==> config.mk <==
export PLATFORM = sky130hd
export DESIGN_NAME = div_unit
export DESIGN_NICKNAME = d
export VERILOG_FILES = /design/src/rtl/div_unit.sv
export SDC_FILE = /design/constraint.sdc
export NUM_CORES = 1
export LEC_CHECK = 0
export CORE_MARGIN = 5
export CORE_UTILIZATION = 35
export CTS_CLUSTER_SIZE = 12
export DETAILED_ROUTE_END_ITERATION = 12
export GPL_TIMING_DRIVEN = 0
export PLACE_DENSITY = 0.57
export SLEW_MARGIN = 20
export SYNTH_ARGS = -nofsm -noshare
export SYNTH_HDL_FRONTEND = slang
export SYNTH_SLANG_ARGS = --single-unit
==> constraint.sdc <==
create_clock -name Clk_Core -period 6.9 [get_ports Clk_Core]
set_clock_uncertainty 0.1 [all_clocks]
set_input_delay 0.69 -clock Clk_Core [delete_from_list [all_inputs] [get_ports Clk_Core]]
set_output_delay 0.69 -clock Clk_Core [all_outputs]
set_load 0.05 [all_outputs]
==> src/rtl/div_unit.sv <==
// div_unit: iterative radix-2 restoring divider for RV32M DIV/DIVU/REM/REMU.
//
// Ports:
//   Clk_Core  core clock, rising edge
//   Rst_Core  asynchronous active-high reset
//   Start     request; accepted in IDLE or DONE only
//   Op        funct3[1:0]: 00 DIV, 01 DIVU, 10 REM, 11 REMU
//   Dividend  rs1, sampled on the accept edge
//   Divisor   rs2, sampled on the accept edge
//   Busy      high in CALC and FIX
//   Done      one-cycle pulse, Result valid
//   Result    quotient or remainder, held until rewritten
//
// Build option: DIV_FASTPATH_EN sends divide-by-zero and signed overflow
// straight from accept to FIX, skipping the iterations.
//
// state | meaning
// IDLE  | waiting for a request
// CALC  | one restoring step per cycle, DWIDTH cycles
// FIX   | sign fix-up and special-case override, writes Result
// DONE  | Done asserted for one cycle; may accept the next request
module div_unit #(
    parameter int DWIDTH = 32
) (
    input  logic              Clk_Core,
    input  logic              Rst_Core,
    input  logic              Start,
    input  logic [1:0]        Op,
    input  logic [DWIDTH-1:0] Dividend,
    input  logic [DWIDTH-1:0] Divisor,
    output logic              Busy,
    output logic              Done,
    output logic [DWIDTH-1:0] Result
);
    localparam int CW = $clog2(DWIDTH);
    localparam logic [CW-1:0]     CNT_LAST = CW'(DWIDTH - 1);
    localparam logic [DWIDTH-1:0] MIN_NEG  = {1'b1, {(DWIDTH-1){1'b0}}};
    localparam logic [DWIDTH-1:0] ALL_ONES = '1;

    typedef enum logic [1:0] {IDLE, CALC, FIX, DONE} state_t;

    state_t state, state_next, start_state;

    logic              is_rem;
    logic              div_by_zero, overflow;
    logic              neg_quo, neg_rem;
    logic [DWIDTH-1:0] dvd_q, dvs_mag, quo, rem;
    logic [CW-1:0]     cnt;

    logic              accept;
    logic              in_signed, in_dbz, in_ovf;
    logic [DWIDTH-1:0] dvd_mag_in, dvs_mag_in;
    logic [DWIDTH:0]   rem_shift, rem_trial;
    logic [DWIDTH-1:0] quo_fixed, rem_fixed, result_fix;

    function automatic logic [DWIDTH-1:0] twos_neg(input logic [DWIDTH-1:0] x);
        return (~x) + {{(DWIDTH-1){1'b0}}, 1'b1};
    endfunction

    // Request decode on the raw inputs, used only on the accept edge.
    always_comb begin
        accept     = Start && ((state == IDLE) || (state == DONE));
        in_signed  = ~Op[0];
        in_dbz     = (Divisor == '0);
        in_ovf     = in_signed && (Dividend == MIN_NEG) && (Divisor == ALL_ONES);
        dvd_mag_in = (in_signed && Dividend[DWIDTH-1]) ? twos_neg(Dividend) : Dividend;
        dvs_mag_in = (in_signed && Divisor[DWIDTH-1])  ? twos_neg(Divisor)  : Divisor;
`ifdef DIV_FASTPATH_EN
        start_state = (in_dbz || in_ovf) ? FIX : CALC;
`else
        start_state = CALC;
`endif
    end

    // One restoring step; the extra MSB of the trial value is the borrow.
    always_comb begin
        rem_shift = {rem, quo[DWIDTH-1]};
        rem_trial = rem_shift - {1'b0, dvs_mag};
    end

    always_comb begin
        quo_fixed = neg_quo ? twos_neg(quo) : quo;
        rem_fixed = neg_rem ? twos_neg(rem) : rem;
        if (div_by_zero)
            result_fix = is_rem ? dvd_q : ALL_ONES;
        else if (overflow)
            result_fix = is_rem ? '0 : MIN_NEG;
        else
            result_fix = is_rem ? rem_fixed : quo_fixed;
    end

    always_ff @(posedge Clk_Core or posedge Rst_Core) begin
        if (Rst_Core)
            state <= IDLE;
        else
            state <= state_next;
    end

    always_comb begin
        state_next = state;
        Busy       = 1'b0;
        Done       = 1'b0;
        case (state)
            IDLE: begin
                if (accept)
                    state_next = start_state;
            end
            CALC: begin
                Busy = 1'b1;
                if (cnt == CNT_LAST)
                    state_next = FIX;
            end
            FIX: begin
                Busy       = 1'b1;
                state_next = DONE;
            end
            DONE: begin
                Done       = 1'b1;
                state_next = accept ? start_state : IDLE;
            end
            default: state_next = IDLE;
        endcase
    end

    always_ff @(posedge Clk_Core or posedge Rst_Core) begin
        if (Rst_Core) begin
            is_rem      <= 1'b0;
            div_by_zero <= 1'b0;
            overflow    <= 1'b0;
            neg_quo     <= 1'b0;
            neg_rem     <= 1'b0;
            dvd_q       <= '0;
            dvs_mag     <= '0;
            quo         <= '0;
            rem         <= '0;
            cnt         <= '0;
            Result      <= '0;
        end else if (accept) begin
            is_rem      <= Op[1];
            div_by_zero <= in_dbz;
            overflow    <= in_ovf;
            neg_quo     <= in_signed && (Dividend[DWIDTH-1] ^ Divisor[DWIDTH-1]);
            neg_rem     <= in_signed && Dividend[DWIDTH-1];
            dvd_q       <= Dividend;
            dvs_mag     <= dvs_mag_in;
            quo         <= dvd_mag_in;
            rem         <= '0;
            cnt         <= '0;
        end else if (state == CALC) begin
            if (!rem_trial[DWIDTH]) begin
                rem <= rem_trial[DWIDTH-1:0];
                quo <= {quo[DWIDTH-2:0], 1'b1};
            end else begin
                rem <= rem_shift[DWIDTH-1:0];
                quo <= {quo[DWIDTH-2:0], 1'b0};
            end
            cnt <= cnt + CW'(1);
        end else if (state == FIX) begin
            Result <= result_fix;
        end
    end

endmodule
==> impl_metrics.json, run 1 <==
{
  "asyncSetResetFlopFracSynth_pct": 100,
  "start_util_pct": 35.4,
  "dp_slack_ns": 2.29,
  "wire_per_inst_um": 20.8,
  "cts_root_buf": "clkbuf_16",
  "numCtsBuffers": 17,
  "antenna_left": 0,
  "power_density_nw_per_um2": 571,
  "path_class": "flop to flop",
  "yosysUniqueCellTypes": 71,
  "cts_hold_buf": 0,
  "rows": 68,
  "finalCritPeriodShare_pct": 67.4,
  "vdd_drop_max_uv": 292,
  "ys_seq_area_share_pct": 35.2,
  "cts.sinks": 172,
  "placement.cell_area_um2": 13900,
  "p_leak_nw": 5.90,
  "arrival_ns": 4.91,
  "rr_worst_depth": 11,
  "cts_buffer_depth": 2,
  "rsz0062_at_grt": "no",
  "holdPathStages": 2,
  "min_period_ns": 4.65,
  "antenna_cells": 0,
  "clkPwrFrac_pct": 11.9,
  "synthToLayoutAreaGrowth_pct": 18.2,
  "final_nets": 1758,
  "post_cts_buffers": 0,
  "ys_seq_elements": 172,
  "synthCells": 1522,
  "timing.fmax_mhz": 215,
  "clkLatencyLatePin_ns": 0.45,
  "min_path_type": "flop to flop",
  "status": "finished clean",
  "synth_area_per_cell_um2": 8.03,
  "die_area_um2": 38800,
  "globalRouteOverflowTotal": 0,
  "rr_startpoint": "rem[16]$_DFFE_PP0P_",
  "endpoint_kind": "flop",
  "yosys-top-cells-count": "nand2_1 (280), dfrtp_1 (172), o21ai_0 (166), nor2_1 (87), a21oi_1 (84)",
  "drc_errors": 0,
  "htree_levels": 4,
  "cts.repair.resized": 0,
  "slew_headroom_pct": 29.6,
  "hold_end": "dvd_q[15]$_DFFE_PP0P_",
  "tightest_slew_ns": 1.05,
  "drive_gt1_share_pct": 3.99,
  "r2r_slack_ns": 2.25,
  "drv_cap": 0,
  "syn_area_um2": 12200,
  "synth_most_common_cell": "nand2_1",
  "dpl.hpwl_um": 34200,
  "dr_total_vias": 11900,
  "dr.first_iter.drc_count": 975,
  "chipWidth_um": 197,
  "switching_power_w": 0.00436,
  "ys.flop_type": "dfrtp_1",
  "die_y_um": 197,
  "p_comb_share_pct": 63.3,
  "slew_viol_final": 0,
  "hold_start": "dvd_q[15]$_DFFE_PP0P_",
  "avgViaCountPerCell": 5.64,
  "core_area_um2": 34500,
  "netlist_top_cells_area": "dfrtp_1 (35%), nand2_1 (8.6%), o21ai_0 (6.8%)",
  "path_clk_slew_ns": 0.07,
  "start_kind": "flop",
  "worst_slack_ns": 2.25,
  "synth_top_cell_area_share_pct": 35.2,
  "design_area_um2": 14400,
  "gp_congestion": 0.960,
  "finalWirelength_um": 43900,
  "cts_tree": "done",
  "power_frac_seq_pct": 24.8,
  "grt_max_degree": 73,
  "portBuffers": 102,
  "required_ns": 7.16,
  "yosysWarnings": 0,
  "syn-num-nets": 1635,
  "grt_usage_pct": 22.4,
  "grt_pass1_wl_um": 68100,
  "yosysTopAreaCell": "dfrtp_1",
  "drtPass1Iterations": 5,
  "antenna_found_initial": 0,
  "path_max_fanout": 10,
  "synth-edff-count": 0,
  "intPower_w": 0.00389,
  "grt_pass1_vias": 11300,
  "ioPinCount": 103,
  "hold_viol": 0,
  "r2r_end": "rem[26]$_DFFE_PP0P_",
  "setup_viol": 0,
  "switching_share_pct": 52.8
}
power by group through the flow:
stage / clock network [W] / registers (W) / logic, W
after global placement: 0 / 0.00205 / 0.00510
after detailed placement: 0 / 0.00206 / 0.00514
after floorplan: 0 / 0.00215 / 0.00337
after CTS: 0.000989 / 0.00204 / 0.00516
final: 0.000979 / 0.00205 / 0.00522
after global routing: 0.00103 / 0.00210 / 0.00574
worst max-delay path by stage:
stage	startpoint	to	slack [ns]
after floorplan	Rst_Core	Result[0]$_DFFE_PP0P_	1.45
after global placement	Rst_Core	dvd_q[8]$_DFFE_PP0P_	-1.31
after detailed placement	rem[16]$_DFFE_PP0P_	rem[26]$_DFFE_PP0P_	2.29
after CTS	rem[16]$_DFFE_PP0P_	rem[26]$_DFFE_PP0P_	2.28
after global routing	rem[16]$_DFFE_PP0P_	rem[26]$_DFFE_PP0P_	1.90
final	rem[16]$_DFFE_PP0P_	rem[26]$_DFFE_PP0P_	2.25
cell type report:
| type | count | area, um^2 |
|---|---|---|
| fillers | 3593 | 20100 |
| multi-input cells | 1200 | 7350 |
| flip-flops and latches | 172 | 4300 |
| repair buffers | 104 | 1080 |
| well taps | 455 | 569 |
| clock buffers | 18 | 439 |
| plain buffers | 87 | 332 |
| inverters | 63 | 244 |
| clock inverters | 12 | 129 |
placed cells by master, fill, tap and decap left out, types with 34 or more instances in the layout:
| cell type | count |
|---|---|
| a21oi_1 | 84 |
| xnor2_1 | 68 |
| inv_1 | 61 |
| nand2_1 | 280 |
| clkbuf_1 | 75 |
| a31oi_1 | 39 |
| xor2_1 | 70 |
| clkdlybuf4s50_1 | 102 |
| mux2i_1 | 34 |
| nor2_1 | 87 |
| ha_1 | 43 |
| dfrtp_1 | 172 |
| o21ai_0 | 166 |
critical path, stage by stage (launching register included):
cell,delay (ns)
dfrtp_1,0.53
ha_1,0.35
clkbuf_1,0.28
nand4_1,0.22
nor4_1,0.57
o211ai_1,0.24
a31oi_1,0.35
nor3_1,0.24
nor2_1,0.55
clkbuf_1,0.66
o2111ai_1,0.23
a31oi_1,0.23
cell families after synthesis:
family / Yosys count / share of synthesized area (%)
xor+xnor: 138 / 9.89
simple gates: 537 / 20.2
flops: 172 / 35.2
fa+ha+maj: 44 / 4.57
buf+inv: 150 / 4.65
mux: 37 / 3.06
compound gates: 444 / 22.4
per-stage QoR:
stage	util, %	hold WS [ns]	power, W	TNS, ns	std cells
finish	41.8	0.378	0.00825	0	2111
global route	41.8	0.407	0.00888	0	2111
floorplan	-	0.340	0.00552	0	1522
global placement	40.0	0.358	0.00715	-221.63	2079
detailed placement	40.2	0.360	0.00719	0	2081
CTS	41.8	0.379	0.00819	0	2111
state kept, by name, indices dropped and copies added (netlist names):
name         flops
Result          32
cnt              5
div_by_zero      1
dvd_q           32
dvs_mag         32
is_rem           1
neg_quo          1
neg_rem          1
overflow         1
quo             32
rem             32
state            2
layer usage:
| metal | routed length [um] | global-route usage (%) | up-vias |
|---|---|---|---|
| li1 | - | - | 5646 |
| met1 | 21400 | 34.2 | 5748 |
| met2 | 18600 | 32.7 | 461 |
| met3 | 3030 | 3.78 | 61 |
| met4 | 920 | 5.73 | 0 |
| met5 | 0 | 0 | - |
Note: power is estimated with default switching activity, not from simulation.
==> run 2, diff against run 1 <==
clock period = 4.65 ns   (was 6.9 ns; I/O delays follow)
==> impl_metrics.json, run 2 (synthesis gave the netlist of run 1 again) <==
{
  "die_area_um2": 38800,
  "switching_power_w": 0.00649,
  "die_y_um": 197,
  "p_comb_share_pct": 63.5,
  "cts_tree": "done",
  "cts_hold_buf": 0,
  "grt_max_degree": 33,
  "post_cts_buffers": 0,
  "antenna_left": 0,
  "final_cell_mix": "nand2_1 (280), dfrtp_1 (172), o21ai_0 (166)",
  "antenna_found_initial": 3,
  "min_path_type": "input pin to async pin",
  "synthToLayoutAreaGrowth_pct": 18.8,
  "numCtsBuffers": 17,
  "rr_worst_depth": 11,
  "hold_viol": 0,
  "grt_pass1_vias": 11700,
  "timing.fmax_mhz": 227,
  "switching_share_pct": 52.9,
  "start_util_pct": 35.4,
  "setup_viol": 0,
  "chipWidth_um": 197,
  "clkPwrFrac_pct": 11.8,
  "dpl.hpwl_um": 34800,
  "antenna_cells": 0,
  "clkLatencyLatePin_ns": 0.44,
  "cts_buffer_depth": 2,
  "core_area_um2": 34500,
  "layout_commonest_cell": "nand2_1",
  "rsz0062_at_grt": "no",
  "drtPass1Iterations": 5,
  "design_area_um2": 14500,
  "status": "finished clean",
  "slew_headroom_pct": 29.3,
  "final_nets": 1762,
  "worst_slack_ns": 0.243,
  "dr_total_vias": 12000,
  "globalRouteOverflowTotal": 0,
  "portBuffers": 102,
  "arrival_ns": 4.65,
  "gp_congestion": 0.951,
  "avgViaCountPerCell": 5.65,
  "rows": 68,
  "r2r_end": "rem[4]$_DFFE_PP0P_",
  "p_leak_nw": 5.94,
  "path_max_fanout": 10,
  "endpoint_kind": "flop",
  "power_density_nw_per_um2": 846,
  "tightest_slew_ns": 1.05,
  "required_ns": 4.89,
  "rr_startpoint": "rem[16]$_DFFE_PP0P_",
  "finalCritPeriodShare_pct": 94.8,
  "drive_gt1_share_pct": 4.27,
  "cts_root_buf": "clkbuf_16",
  "vdd_drop_max_uv": 395,
  "grt_usage_pct": 22.6,
  "path_clk_slew_ns": 0.07,
  "wire_per_inst_um": 20.9,
  "ioPinCount": 103,
  "r2r_slack_ns": 0.24,
  "grt_pass1_wl_um": 69000,
  "finalWirelength_um": 44200,
  "cts.sinks": 172,
  "start_kind": "flop",
  "placement.cell_area_um2": 13900,
  "slew_viol_final": 0,
  "min_period_ns": 4.41,
  "fin_setup_tns_ns": 0,
  "drc_errors": 0,
  "htree_levels": 4,
  "cts.repair.resized": 0,
  "drv_cap": 0,
  "dr.first_iter.drc_count": 1036,
  "dp_slack_ns": 0.159,
  "path_class": "flop to flop",
  "power_frac_seq_pct": 24.7,
  "intPower_w": 0.00579
}
==> run 2: changes by cell type in the layout (fill, tap and decap cells not counted) <==
cell / before / now
buf_16: 2 / 1
buf_12: 0 / 5
inv_8: 3 / 2
buf_1: 8 / 9
clkbuf_1: 75 / 76
nor2_1: 87 / 86
clkinv_4: 2 / 4
nor2_2: 0 / 1
inv_6: 5 / 4
==> run 2: layout make-up <==
| type | count | area, um^2 |
|---|---|---|
| multi-input combinational | 1200 | 7350 |
| timing repair buffer | 108 | 1150 |
| inverter | 63 | 240 |
| tap | 455 | 569 |
| fill | 3596 | 20000 |
| clock inverter | 12 | 130 |
| sequential | 172 | 4300 |
| clock buffer | 20 | 447 |
| buffer | 87 | 332 |
==> run 2: worst max-delay path by stage <==
stage / from / to / slack (ns) / cells after the start
finish: rem[16]$_DFFE_PP0P_ / rem[4]$_DFFE_PP0P_ / 0.24 / 11
floorplan: rem[16]$_DFFE_PP0P_ / rem[3]$_DFFE_PP0P_ / 1.49 / 11
CTS: rem[16]$_DFFE_PP0P_ / rem[4]$_DFFE_PP0P_ / 0.13 / 11
global route: rem[16]$_DFFE_PP0P_ / rem[3]$_DFFE_PP0P_ / 0.03 / 11
detailed placement: rem[16]$_DFFE_PP0P_ / rem[4]$_DFFE_PP0P_ / 0.16 / 11
global placement: rem[16]$_DFFE_PP0P_ / rem[4]$_DFFE_PP0P_ / 0.15 / 11
==> run 2: power by group through the flow <==
stage	clock network, W	logic (W)	registers, W
final	0.00145	0.00780	0.00304
after global routing	0.00154	0.00857	0.00312
after CTS	0.00148	0.00770	0.00302
after detailed placement	0	0.00767	0.00304
after global placement	0	0.00757	0.00303
after floorplan	0	0.00500	0.00319
==> run 2: through the flow <==
stage / total power (W) / cells / hold WS (ns) / utilization, %
6_report: 0.0123 / 2117 / 0.305 / 42.0
5_1_grt: 0.0132 / 2117 / 0.365 / 42.0
4_1_cts: 0.0122 / 2117 / 0.318 / 42.0
3_5_place_dp: 0.0107 / 2085 / 0.364 / 40.4
3_3_place_gp: 0.0106 / 2079 / 0.355 / 40.0
2_1_floorplan: 0.00819 / 1522 / 0.340 / -
==> run 2: worst max-delay path, stage by stage, from the launching register on <==
cell and delay (ns):
dfrtp_1 0.51, ha_1 0.35, clkbuf_1 0.29, nand4_1 0.21
nor4_1 0.56, o211ai_1 0.24, a31oi_1 0.35, nor3_1 0.24
nor2_2 0.41, buf_1 0.61, nand2_1 0.14, a311oi_1 0.31
==> run 2: per-layer routing <==
metal | up-vias | global-route usage, % | wire length, um
met3 | 61 | 4.46 | 2960
met5 | - | 0 | 39
met4 | 6 | 6.27 | 917
li1 | 5648 | - | -
met2 | 413 | 33.5 | 18900
met1 | 5839 | 33.7 | 21400
==> run 3, diff against run 2 <==
ABC_AREA = 1   (was default)
CORE_UTILIZATION = 61   (was 35)
PLACE_DENSITY = 0.86   (was 0.57)
==> impl_metrics.json, run 3 <==
{
  "status": "finished clean",
  "fin_setup_tns_ns": 0,
  "cts_tree": "done",
  "synth_compound_area_share_pct": 12.2,
  "ioPinCount": 103,
  "grt_max_degree": 37,
  "dp_slack_ns": 1.52,
  "clkLatencyLatePin_ns": 0.45,
  "syn-num-nets": 2379,
  "dr_total_vias": 16300,
  "synthMuxAreaShare_pct": 0,
  "globalRouteOverflowTotal": 0,
  "yosysTopAreaCell": "dfrtp_1",
  "path_max_fanout": 10,
  "chipWidth_um": 163,
  "antenna_found_initial": 0,
  "required_ns": 4.92,
  "synth_area_per_cell_um2": 6.28,
  "antenna_left": 0,
  "rows": 56,
  "grt_usage_pct": 37.4,
  "synth_top_family_by_area": "simple AND/OR/NAND/NOR gates",
  "path_clk_slew_ns": 0.08,
  "finalWirelength_um": 50800,
  "htree_levels": 4,
  "path_cells": "inv_1 -> ha_1 -> inv_1 -> nand2_1 -> inv_1 -> clkbuf_1 -> clkbuf_1 -> nand2_1 -> o211ai_1 -> o21ai_0 -> o22ai_1",
  "slew_viol_final": 0,
  "grt_pass1_vias": 14700,
  "final_cell_mix": "nand2_1 (682), inv_1 (317), nand3_1 (299)",
  "ys_seq_elements": 172,
  "start_util_pct": 61.2,
  "dpl.hpwl_um": 40400,
  "worst_slack_ns": 1.46,
  "post_cts_buffers": 0,
  "drv_cap": 0,
  "cpMostUsedCell": "inv_1",
  "min_path_type": "input pin to async pin",
  "syn_area_um2": 14200,
  "min_period_ns": 3.19,
  "r2r_slack_ns": 1.46,
  "switching_power_w": 0.00770,
  "power_frac_seq_pct": 20.3,
  "ys.flop_type": "dfrtp_1",
  "layout_commonest_cell": "nand2_1",
  "synth-edff-count": 0,
  "synthAdderAreaFrac_pct": 3.92,
  "finalCritPeriodShare_pct": 68.7,
  "yosys.area_share.simple_pct": 40.4,
  "die_y_um": 163,
  "hold_viol": 0,
  "synthCells": 2266,
  "avgViaCountPerCell": 5.98,
  "vdd_drop_max_uv": 579,
  "start_kind": "flop",
  "ys_seq_area_share_pct": 30.2,
  "final_nets": 2505,
  "asyncSetResetFlopFracSynth_pct": 100,
  "drtPass1Iterations": 8,
  "cts.sinks": 172,
  "core_area_um2": 23300,
  "crit_slowest_cell": "clkbuf_1",
  "wire_per_inst_um": 18.7,
  "synthToLayoutAreaGrowth_pct": 15.1,
  "cts_root_buf": "clkbuf_16",
  "drive_gt1_share_pct": 5.66,
  "dr.first_iter.drc_count": 2422,
  "tightest_slew_ns": 1.13,
  "setup_viol": 0,
  "arrival_ns": 3.46,
  "numCtsBuffers": 17,
  "cts_buffer_depth": 2,
  "yosys.area_share.xor_xnor_pct": 1.97,
  "path_class": "flop to flop",
  "cts_hold_buf": 0,
  "rsz0062_at_grt": "no",
  "yosysWarnings": 0,
  "yosysUniqueCellTypes": 51,
  "cts.repair.resized": 0,
  "p_leak_nw": 8.29,
  "num-fill-cells": 2113,
  "slew_headroom_pct": 24.3,
  "power_density_nw_per_um2": 833,
  "antenna_cells": 0,
  "portBuffers": 102,
  "synth_top_cell_area_share_pct": 30.2,
  "intPower_w": 0.00594,
  "netlist_top_cells_area": "dfrtp_1 (30%), nand2_1 (18%), nand3_1 (11%)",
  "drc_errors": 0,
  "endpoint_kind": "flop",
  "grt_pass1_wl_um": 78300,
  "clkPwrFrac_pct": 11.4,
  "yosys-top-cells-count": "nand2_1 (682), inv_1 (318), nand3_1 (299), nor2_1 (188), dfrtp_1 (172)",
  "timing.fmax_mhz": 313,
  "die_area_um2": 26500,
  "switching_share_pct": 56.4,
  "max_stage_delay_ns": 0.65,
  "gp_congestion": 1.03,
  "synth_most_common_cell": "nand2_1",
  "p_comb_share_pct": 68.3
}
==> run 3: cell count changes in the layout (fill, tap and decap cells not counted), sizes merged, moves of 17 or more <==
cell    delta
nand2    +436
nand3    +303
inv      +266
nor2     +108
xnor2     -55
xor2      -51
mux2i     -34
o31ai     -28
clkbuf    -25
o21ai     -24
a31oi     -22
or3       -21
nand4     +18
nand2b    -17
==> run 3: final timing paths <==
kind	startpoint	end	cells past startpoint
worst max-delay path	state[0]$_DFFE_PP0P_	quo[21]$_DFFE_PP0P_	11
worst min-delay path	Rst_Core	dvd_q[5]$_DFFE_PP0P_	2
worst max register to register	state[0]$_DFFE_PP0P_	quo[21]$_DFFE_PP0P_	11
worst min register to register	cnt[3]$_DFFE_PP0P_	cnt[3]$_DFFE_PP0P_	1
max in group asynchronous	Rst_Core	dvs_mag[8]$_DFFE_PP0P_	5
min in group Clk_Core	cnt[3]$_DFFE_PP0P_	cnt[3]$_DFFE_PP0P_	1
==> run 3: cell families after synthesis <==
group | Yosys count
buf+inv | 410
flops | 172
xor+xnor | 32
compound gates | 304
fa+ha+maj | 44
simple gates | 1304
==> run 3: critical path, delay by kind of cell, from the launching register on <==
kind / cells / cell delay (ns)
AOI/OAI and AO/OA: 3 / 0.42
adders and majority gates: 1 / 0.32
and+or+nand+nor: 2 / 0.39
DFF: 1 / 0.39
buffers and inverters: 5 / 1.48
==> run 3: area by class of cell <==
cell class                 count  area [um^2]  share of cell area, %
sequential                   172         4300                   26.3
buffer                        78          363                   2.21
timing repair buffer         107         1120                   6.84
clock inverter                13          181                   1.11
clock buffer                  18          439                   2.68
tap                          319          399                   2.44
inverter                     332         1250                   7.63
multi-input combinational   1684         8330                   50.8
==> run 3: power by group through the flow <==
stage	combinational, W	clock [W]	sequential (W)
3_3_place_gp	0.00882	0	0.00273
5_1_grt	0.0101	0.00161	0.00282
2_1_floorplan	0.00601	0	0.00302
4_1_cts	0.00905	0.00154	0.00273
3_5_place_dp	0.00898	0	0.00275
6_report	0.00932	0.00155	0.00276
==> run 3: metal layers <==
| layer | vias to the layer above | share of wire (%) | track usage, % |
|---|---|---|---|
| met5 | - | 0 | 0 |
| met4 | 0 | 3.4 | 11.1 |
| met3 | 149 | 12 | 7.04 |
| met2 | 1034 | 43 | 56.8 |
| met1 | 7520 | 41 | 54.6 |
| li1 | 7577 | - | - |
==> run 3: per-stage QoR <==
step           total power (W)  hold WS [ns]  cells  utilization, %  instance area [um^2]
2_1_floorplan          0.00903         0.334   2266               -                 14200
3_3_place_gp            0.0115         0.350   2687            67.3                 15700
3_5_place_dp            0.0117         0.357   2692            67.8                 15800
4_1_cts                 0.0133         0.290   2723            70.4                 16400
5_1_grt                 0.0145         0.299   2723            70.4                 16400
6_report                0.0136         0.275   2723            70.4                 16400
